--- config.mk ---
export PLATFORM = sky130hd
export DESIGN_NAME = utf8_decoder
export DESIGN_NICKNAME = d
export VERILOG_FILES = /design/src/rtl/utf8_decoder.sv
export SDC_FILE = /design/constraint.sdc
export NUM_CORES = 1
export LEC_CHECK = 0
export CAP_MARGIN = 15
export CELL_PAD_IN_SITES_DETAIL_PLACEMENT = 1
export CELL_PAD_IN_SITES_GLOBAL_PLACEMENT = 2
export CORE_ASPECT_RATIO = 1.25
export CORE_MARGIN = 4
export CORE_UTILIZATION = 34
export DETAILED_ROUTE_END_ITERATION = 10
export PLACE_DENSITY_LB_ADDON = 0.2
export SETUP_SLACK_MARGIN = 0.02
export SYNTH_ARGS = -nofsm -noshare
export SYNTH_HDL_FRONTEND = slang
export SYNTH_SLANG_ARGS = --single-unit
--- constraint.sdc ---
create_clock -name clock -period 3.25 [get_ports clock]
set_input_delay 0.4875 -clock clock [delete_from_list [all_inputs] [get_ports clock]]
set_output_delay 0.4875 -clock clock [all_outputs]
set_load 0.005 [all_outputs]
--- src/rtl/utf8_decoder.sv ---
// Streaming UTF-8 decoder: one byte per cycle in, registered scalar value and status out.
// Define UTF8_DECODER_STRICT_EN to reject overlong, surrogate and >0x10FFFF second bytes.
// The data input is byte_i because 'byte' is a reserved SystemVerilog keyword.
module utf8_decoder (
  input  logic        clock,
  input  logic        reset,
  input  logic        allow,
  input  logic        finish,
  input  logic [7:0]  byte_i,
  output logic [20:0] code_point,
  output logic [1:0]  status
);

  typedef enum logic [1:0] {IDLE, NEED1, NEED2, NEED3} state_t;

  localparam logic [1:0] ST_NONE = 2'b00;
  localparam logic [1:0] ST_CP   = 2'b01;
  localparam logic [1:0] ST_ERR  = 2'b10;
  localparam logic [1:0] ST_DONE = 2'b11;

  state_t      state_q;
  logic [20:0] acc_q;
  logic [20:0] cp_q;
  logic [1:0]  status_q;
  logic        bad2;

  function automatic logic is_cont(input logic [7:0] b);
    return b[7:6] == 2'b10;
  endfunction

`ifdef UTF8_DECODER_STRICT_EN
  // Remembers which lead byte constrains the range of the following byte.
  typedef enum logic [2:0] {CHK_NONE, CHK_E0, CHK_ED, CHK_F0, CHK_F4} chk_t;
  chk_t chk_q;

  function automatic chk_t lead_chk(input logic [7:0] b);
    case (b)
      8'hE0:   return CHK_E0;
      8'hED:   return CHK_ED;
      8'hF0:   return CHK_F0;
      8'hF4:   return CHK_F4;
      default: return CHK_NONE;
    endcase
  endfunction

  function automatic logic second_bad(input chk_t c, input logic [7:0] b);
    case (c)
      CHK_E0:  return b < 8'hA0;
      CHK_ED:  return b > 8'h9F;
      CHK_F0:  return b < 8'h90;
      CHK_F4:  return b > 8'h8F;
      default: return 1'b0;
    endcase
  endfunction
`endif

  always_comb begin
`ifdef UTF8_DECODER_STRICT_EN
    bad2 = second_bad(chk_q, byte_i);
`else
    bad2 = 1'b0;
`endif
  end

  always_ff @(posedge clock or negedge reset) begin
    if (!reset) begin
      state_q  <= IDLE;
      acc_q    <= '0;
      cp_q     <= '0;
      status_q <= ST_NONE;
`ifdef UTF8_DECODER_STRICT_EN
      chk_q    <= CHK_NONE;
`endif
    end else begin
      status_q <= ST_NONE;
      if (finish) begin
        // End of stream outranks any byte presented in the same cycle.
        status_q <= (state_q == IDLE) ? ST_DONE : ST_ERR;
        state_q  <= IDLE;
        acc_q    <= '0;
`ifdef UTF8_DECODER_STRICT_EN
        chk_q    <= CHK_NONE;
`endif
      end else if (allow) begin
`ifdef UTF8_DECODER_STRICT_EN
        chk_q <= (state_q == IDLE) ? lead_chk(byte_i) : CHK_NONE;
`endif
        if (state_q == IDLE) begin
          if (!byte_i[7]) begin
            cp_q     <= {13'd0, byte_i};
            status_q <= ST_CP;
          end else if (byte_i inside {[8'hC2:8'hDF]}) begin
            acc_q   <= {16'd0, byte_i[4:0]};
            state_q <= NEED1;
          end else if (byte_i inside {[8'hE0:8'hEF]}) begin
            acc_q   <= {17'd0, byte_i[3:0]};
            state_q <= NEED2;
          end else if (byte_i inside {[8'hF0:8'hF4]}) begin
            acc_q   <= {18'd0, byte_i[2:0]};
            state_q <= NEED3;
          end else begin
            status_q <= ST_ERR;
          end
        end else if (!is_cont(byte_i) || bad2) begin
          status_q <= ST_ERR;
          state_q  <= IDLE;
          acc_q    <= '0;
        end else if (state_q == NEED1) begin
          cp_q     <= {acc_q[14:0], byte_i[5:0]};
          status_q <= ST_CP;
          state_q  <= IDLE;
          acc_q    <= '0;
        end else begin
          acc_q   <= {acc_q[14:0], byte_i[5:0]};
          state_q <= (state_q == NEED3) ? NEED2 : NEED1;
        end
      end
    end
  end

  assign code_point = cp_q;
  assign status     = status_q;

endmodule

Yosys cells after proc, flatten, opt, wreduce, memory -nomap -nowiden
Cells that the tools add are included.
{ "op_classes": {"bitwise": 1, "magnitude_cmp": 6, "muxes": 33, "reduce_logical": 9, "eq_ne": 6} }
{ "ops": {"columns": ["op", "n"], "rows": [
  ["$mux W15", 9],
  ["$mux W21", 4],
  ["$mux W2", 18],
  ["$ge A8 B8 Y1 const B", 3],
  ["$le A8 B8 Y1 const B", 3],
  ["$reduce_bool A2 Y1", 3],
  ["$ne A5 B2 Y1 const B", 1],
  ["$reduce_and A5 Y1", 1],
  ["$eq A2 B2 Y1 const B", 2],
  ["$logic_and A1 B1 Y1", 3],
  ["$ne A3 B3 Y1 const B", 1],
  ["$reduce_and A3 Y1", 1],
  ["$eq A2 B1 Y1 const B", 1],
  ["$logic_not A2 Y1", 1],
  ["$mux W1", 2],
  ["$ne A2 B2 Y1 const B", 1],
  ["$not A1 Y1", 1]
]} }
{ "totals": {"inputBits": 12, "out_inout_bits": 23, "wordCells": 59, "regBits": 40} }

Logic depth before layout (Yosys ltp)
{ "depth": {"word_depth": 9, "mapped_depth": 7, "mapped_depth_nobuf": 4} }

Least setup slack after synthesis
Ideal clock, no wire load.
{ "synth_path": {"kind": "input port to flip-flop", "start": "in byte_i[4]", "end": "reg acc_q[10]", "path_buffers": 1, "t_required_ns": 3.171, "path_slack_ns": 1.542, "setup_time_ns": 0.079, "t_arrival_ns": 1.629, "path_stages": 5, "cell_sequence": "nor4_4 > nand2_2 > a32oi_4 > buf_12 > mux2i_1"} }
{ "synth_via": {"elab_chain_cells": 8, "elab_cells_between_ends": 17, "classes_between": "order compare (6); eq/ne (1); mux (6); reduce/logical (4)"} }
{ "synth_rtl": {"columns": ["item", "line_no", "text"], "rows": [
  ["start, declared", "9", "input logic [7:0] byte_i,"],
  ["$ge A8 B8 Y1 / $le A8 B8 Y1 (equally long branches)", "95", "end else if (byte_i inside {[8'hE0:8'hEF]}) begin"],
  ["$logic_and A1 B1 Y1", "95", null],
  ["$mux W15", "95", null],
  ["$mux W15", "92", "end else if (byte_i inside {[8'hC2:8'hDF]}) begin"],
  ["$mux W15", "89", "if (!byte_i[7]) begin"],
  ["$mux W15", "88", "if (state_q == IDLE) begin"],
  ["$mux W15", "84", "end else if (allow) begin"],
  ["$mux W15", "76", "if (finish) begin"],
  ["end signal, assigned", "93", "acc_q <= {16'd0, byte_i[4:0]};"],
  ["end signal, assigned", "96", "acc_q <= {17'd0, byte_i[3:0]};"],
  ["end signal, assigned", "99", "acc_q <= {18'd0, byte_i[2:0]};"],
  ["end, declared", "22", "logic [20:0] acc_q;"]
]} }
Parallel ways exist; a longest one is shown, timed or not. The select of a mux whose other input is x is not followed.
A chain may end at the register's enable or synchronous reset.

Final worst setup path
{ "layout_path": {"start": "in byte_i[6]", "end": "reg status_q[0] (netlist: status[0])"} }
{ "layout_via": {"elab_chain_cells": 8, "elab_cells_between_ends": 14, "classes_between": "order compare (4); eq/ne (1); mux (7); reduce/logical (2)"} }
{ "layout_rtl": {"columns": ["item", "line_no", "text"], "rows": [
  ["$ge A8 B8 Y1 / $le A8 B8 Y1 (equally long branches)", "95", null],
  ["$logic_and A1 B1 Y1", "95", null],
  ["$mux W2", "95", null],
  ["$mux W2", "92", null],
  ["$mux W2", "89", null],
  ["$mux W2 (*)", "88", null],
  ["$mux W2 (*)", "84", null],
  ["$mux W2 (*)", "76", null],
  ["end signal, assigned", "78", "status_q <= (state_q == IDLE) ? ST_DONE : ST_ERR;"],
  ["end, declared", "24", "logic [1:0] status_q;"]
]} }
Mark *: on every way between the ends. The rest lies on a longest branch, timed or not.

==> results.txt <==
outcome -> finished clean
CP max FO -> 19
ANT nets after route -> 0
gr ovfl total -> 0
CP max stage delay -> 630 ps
die height -> 90.5 um
crit end category -> flop
Placed Cells incl. Taps -> 275
largest net degree at the start of global routing -> 41
Resized cells post-CTS -> 0
Worst-Skew Late Latency -> 280 ps
input/output buffers -> 34
WP buf/inv -> 2
detailed-route DRC error count -> 0
fin util -> 0.444
vias in the first global route -> 1599
Post-Syn Area -> 0.00185 mm2
crit path launch type -> input port
IO Count -> 35
drt pass-1 iters -> 4
Critical Path RT -> 3390 ps
f_max -> 0.446 GHz
WL/cell -> 15.6 um
largest area contributor in the netlist -> dfrtp_1
Final Slew Violations -> 0
Initial DRC Count -> 54
Worst Hold Class -> in2async
vias per std cell -> 5.09
Cell Chain, Critical Path -> clkdlybuf4s50_1 > and3b_1 > o211ai_1 > buf_4 > o21ai_0
EDFF count, synth -> 0
Tmin final -> 2240 ps
Layout area overhead -> 24.6%
worst-margin pin slew -> 888 ps
Synth Flop Type -> dfrtp_1
Yosys top cell area share -> 0.541
# setup viols final -> 0
Place WS -> 682 ps
Netlist cell types -> 32
Final Cycle Share -> 0.690
ys async rst share -> 1.00
row cnt -> 29
DP Wirelength -> 3140 um
Static Leak -> 1.02 nW
TNS Setup -> 0 ps
Setup Skew -> 2.04 ps
Rel. slew slack -> 0.408
Core ar. -> 0.00519 mm2
gate family responsible for the most delay along the worst path -> buffers and inverters
post-route insts no fill -> 282
final wirelength -> 4390 um
# clock sinks -> 40
Seq cells post-synth -> 40
first-pass GRT wire length -> 7870 um
max_cap viols -> 0
Seq/Total Area, Yosys -> 0.541
CTS tree -> done
routability congestion estimate -> 0.711
CTS Hold Bufs -> 0
layout cell share with drive strength beyond 1 -> 0.109
Root Buffer -> clkbuf_8
gr usage total -> 0.150
Area contributors post-synth -> dfrtp_1 54%, nand2_1 13%, mux2i_1 8.1%, o21ai_0 4.6%, mux2_2 3.0%
die area -> 0.00669 mm2
# diodes -> 0
Worst VDD drop -> 0.197 mV
Vias -> 1436
PD cells -> 437 mW/mm2
crit path kind -> in2reg
total number of yosys warnings -> 0
Clock transition at path regs -> 70 ps
clock buffer depth -> 2
setup bufs post-CTS -> 0
Clock H-tree levels -> 2
fin area -> 0.00230 mm2
Initial Util -> 0.356
Syn Nets -> 198
Final Hold Fails -> 0
unrepaired setup endpoints after global routing -> no
Placed Area -> 0.00223 mm2
slowest CP cell -> o211ai_1
Mapped Cells -> 186
Arr. time, crit path -> 2380 ps
Final nets -> 232
syn avg cell area -> 9.94 um2
Worst Setup Slack, final -> 1010 ps
CTS buffer count -> 5
initial antenna violation count -> 0
Die X-Extent -> 74.0 um
-- final cells by class --
class                      instances  area [um2]
sequential                        40        1000
clock buffer                       6        72.6
tap                               62        77.6
timing repair buffer              37         358
inverter                           3        11.3
multi-input combinational        133         778
clock inverter                     1        5.00
fill                             614        2890
-- logic make-up after synthesis --
kind of cell           after synthesis  synth area share
and+or+nand+nor                     82             0.198
DFF                                 40             0.541
AOI/OAI and AO/OA                   31             0.112
muxes                               20             0.112
buffers and inverters               13            0.0379
-- Yosys cell counts (all sizes together), types with 2 or more instances --
library cell	count
nand3	3
o21ai	18
o2111ai	2
mux2	5
nand2	63
mux2i	15
buf	5
nor2	4
a21oi	3
inv	3
o21a	2
nor3	2
or2	2
dfrtp	40
clkbuf	5
-- worst reg2reg max path: cells and delay by family (launching register included) --
kind                   cells  cell delay [ps]
muxes                      1              270
DFF                        1              440
AOI/OAI and AO/OA          1              230
and+or+nand+nor            1              510
buffers and inverters      1              320
-- registers in the layout, summed over array words and instances (netlist names) --
name        flops
state_q         2
status          2
acc_q          15
code_point     21
-- placed cells by master, fill, tap and decap left out, types with 2 or more instances in the layout --
cell type and n:
inv_1 3, buf_4 3, nand3_1 3, a21oi_1 3, clkbuf_8 5, nor2_1 4, nand2_1 62, nor3_1 2
dfrtp_1 40, o2111ai_1 2, or2_2 2, o21ai_0 17, o21a_1 2, clkdlybuf4s50_1 33, mux2i_1 15, mux2_2 5
-- final timing paths --
path | startpoint | to | slack (ps) | depth (start not counted)
min reg2reg | code_point[20] | code_point[20] | 480 | 2
min | reset | code_point[17] | 320 | 1
max reg2reg | state_q[1] | acc_q[2] | 1400 | 4
max in group asynchronous | reset | state_q[1] | 2370 | 1
max | byte_i[6] | status[0] | 1010 | 5
min in group clock | code_point[20] | code_point[20] | 480 | 2
-- where the power goes --
group	switching [mW]	total, mW	internal (mW)
Sequential	0.0156	0.540	0.524
Clock	0.161	0.307	0.146
Combinational	0.0761	0.161	0.0851
-- routing by layer --
layer,vias to the layer above,global-route usage,wire [um]
li1,695,-,-
met4,0,0.0498,57
met1,708,0.182,1880
met3,4,0.0312,176
met2,29,0.259,2280
met5,-,0,0
-- through the flow --
stage	total power, mW	hold WS [ps]
after floorplan	0.620	192
after global placement	0.709	461
after detailed placement	0.714	472
after CTS	1.03	365
after global routing	1.06	408
final	1.01	325
(Power assumes the default switching activity.)
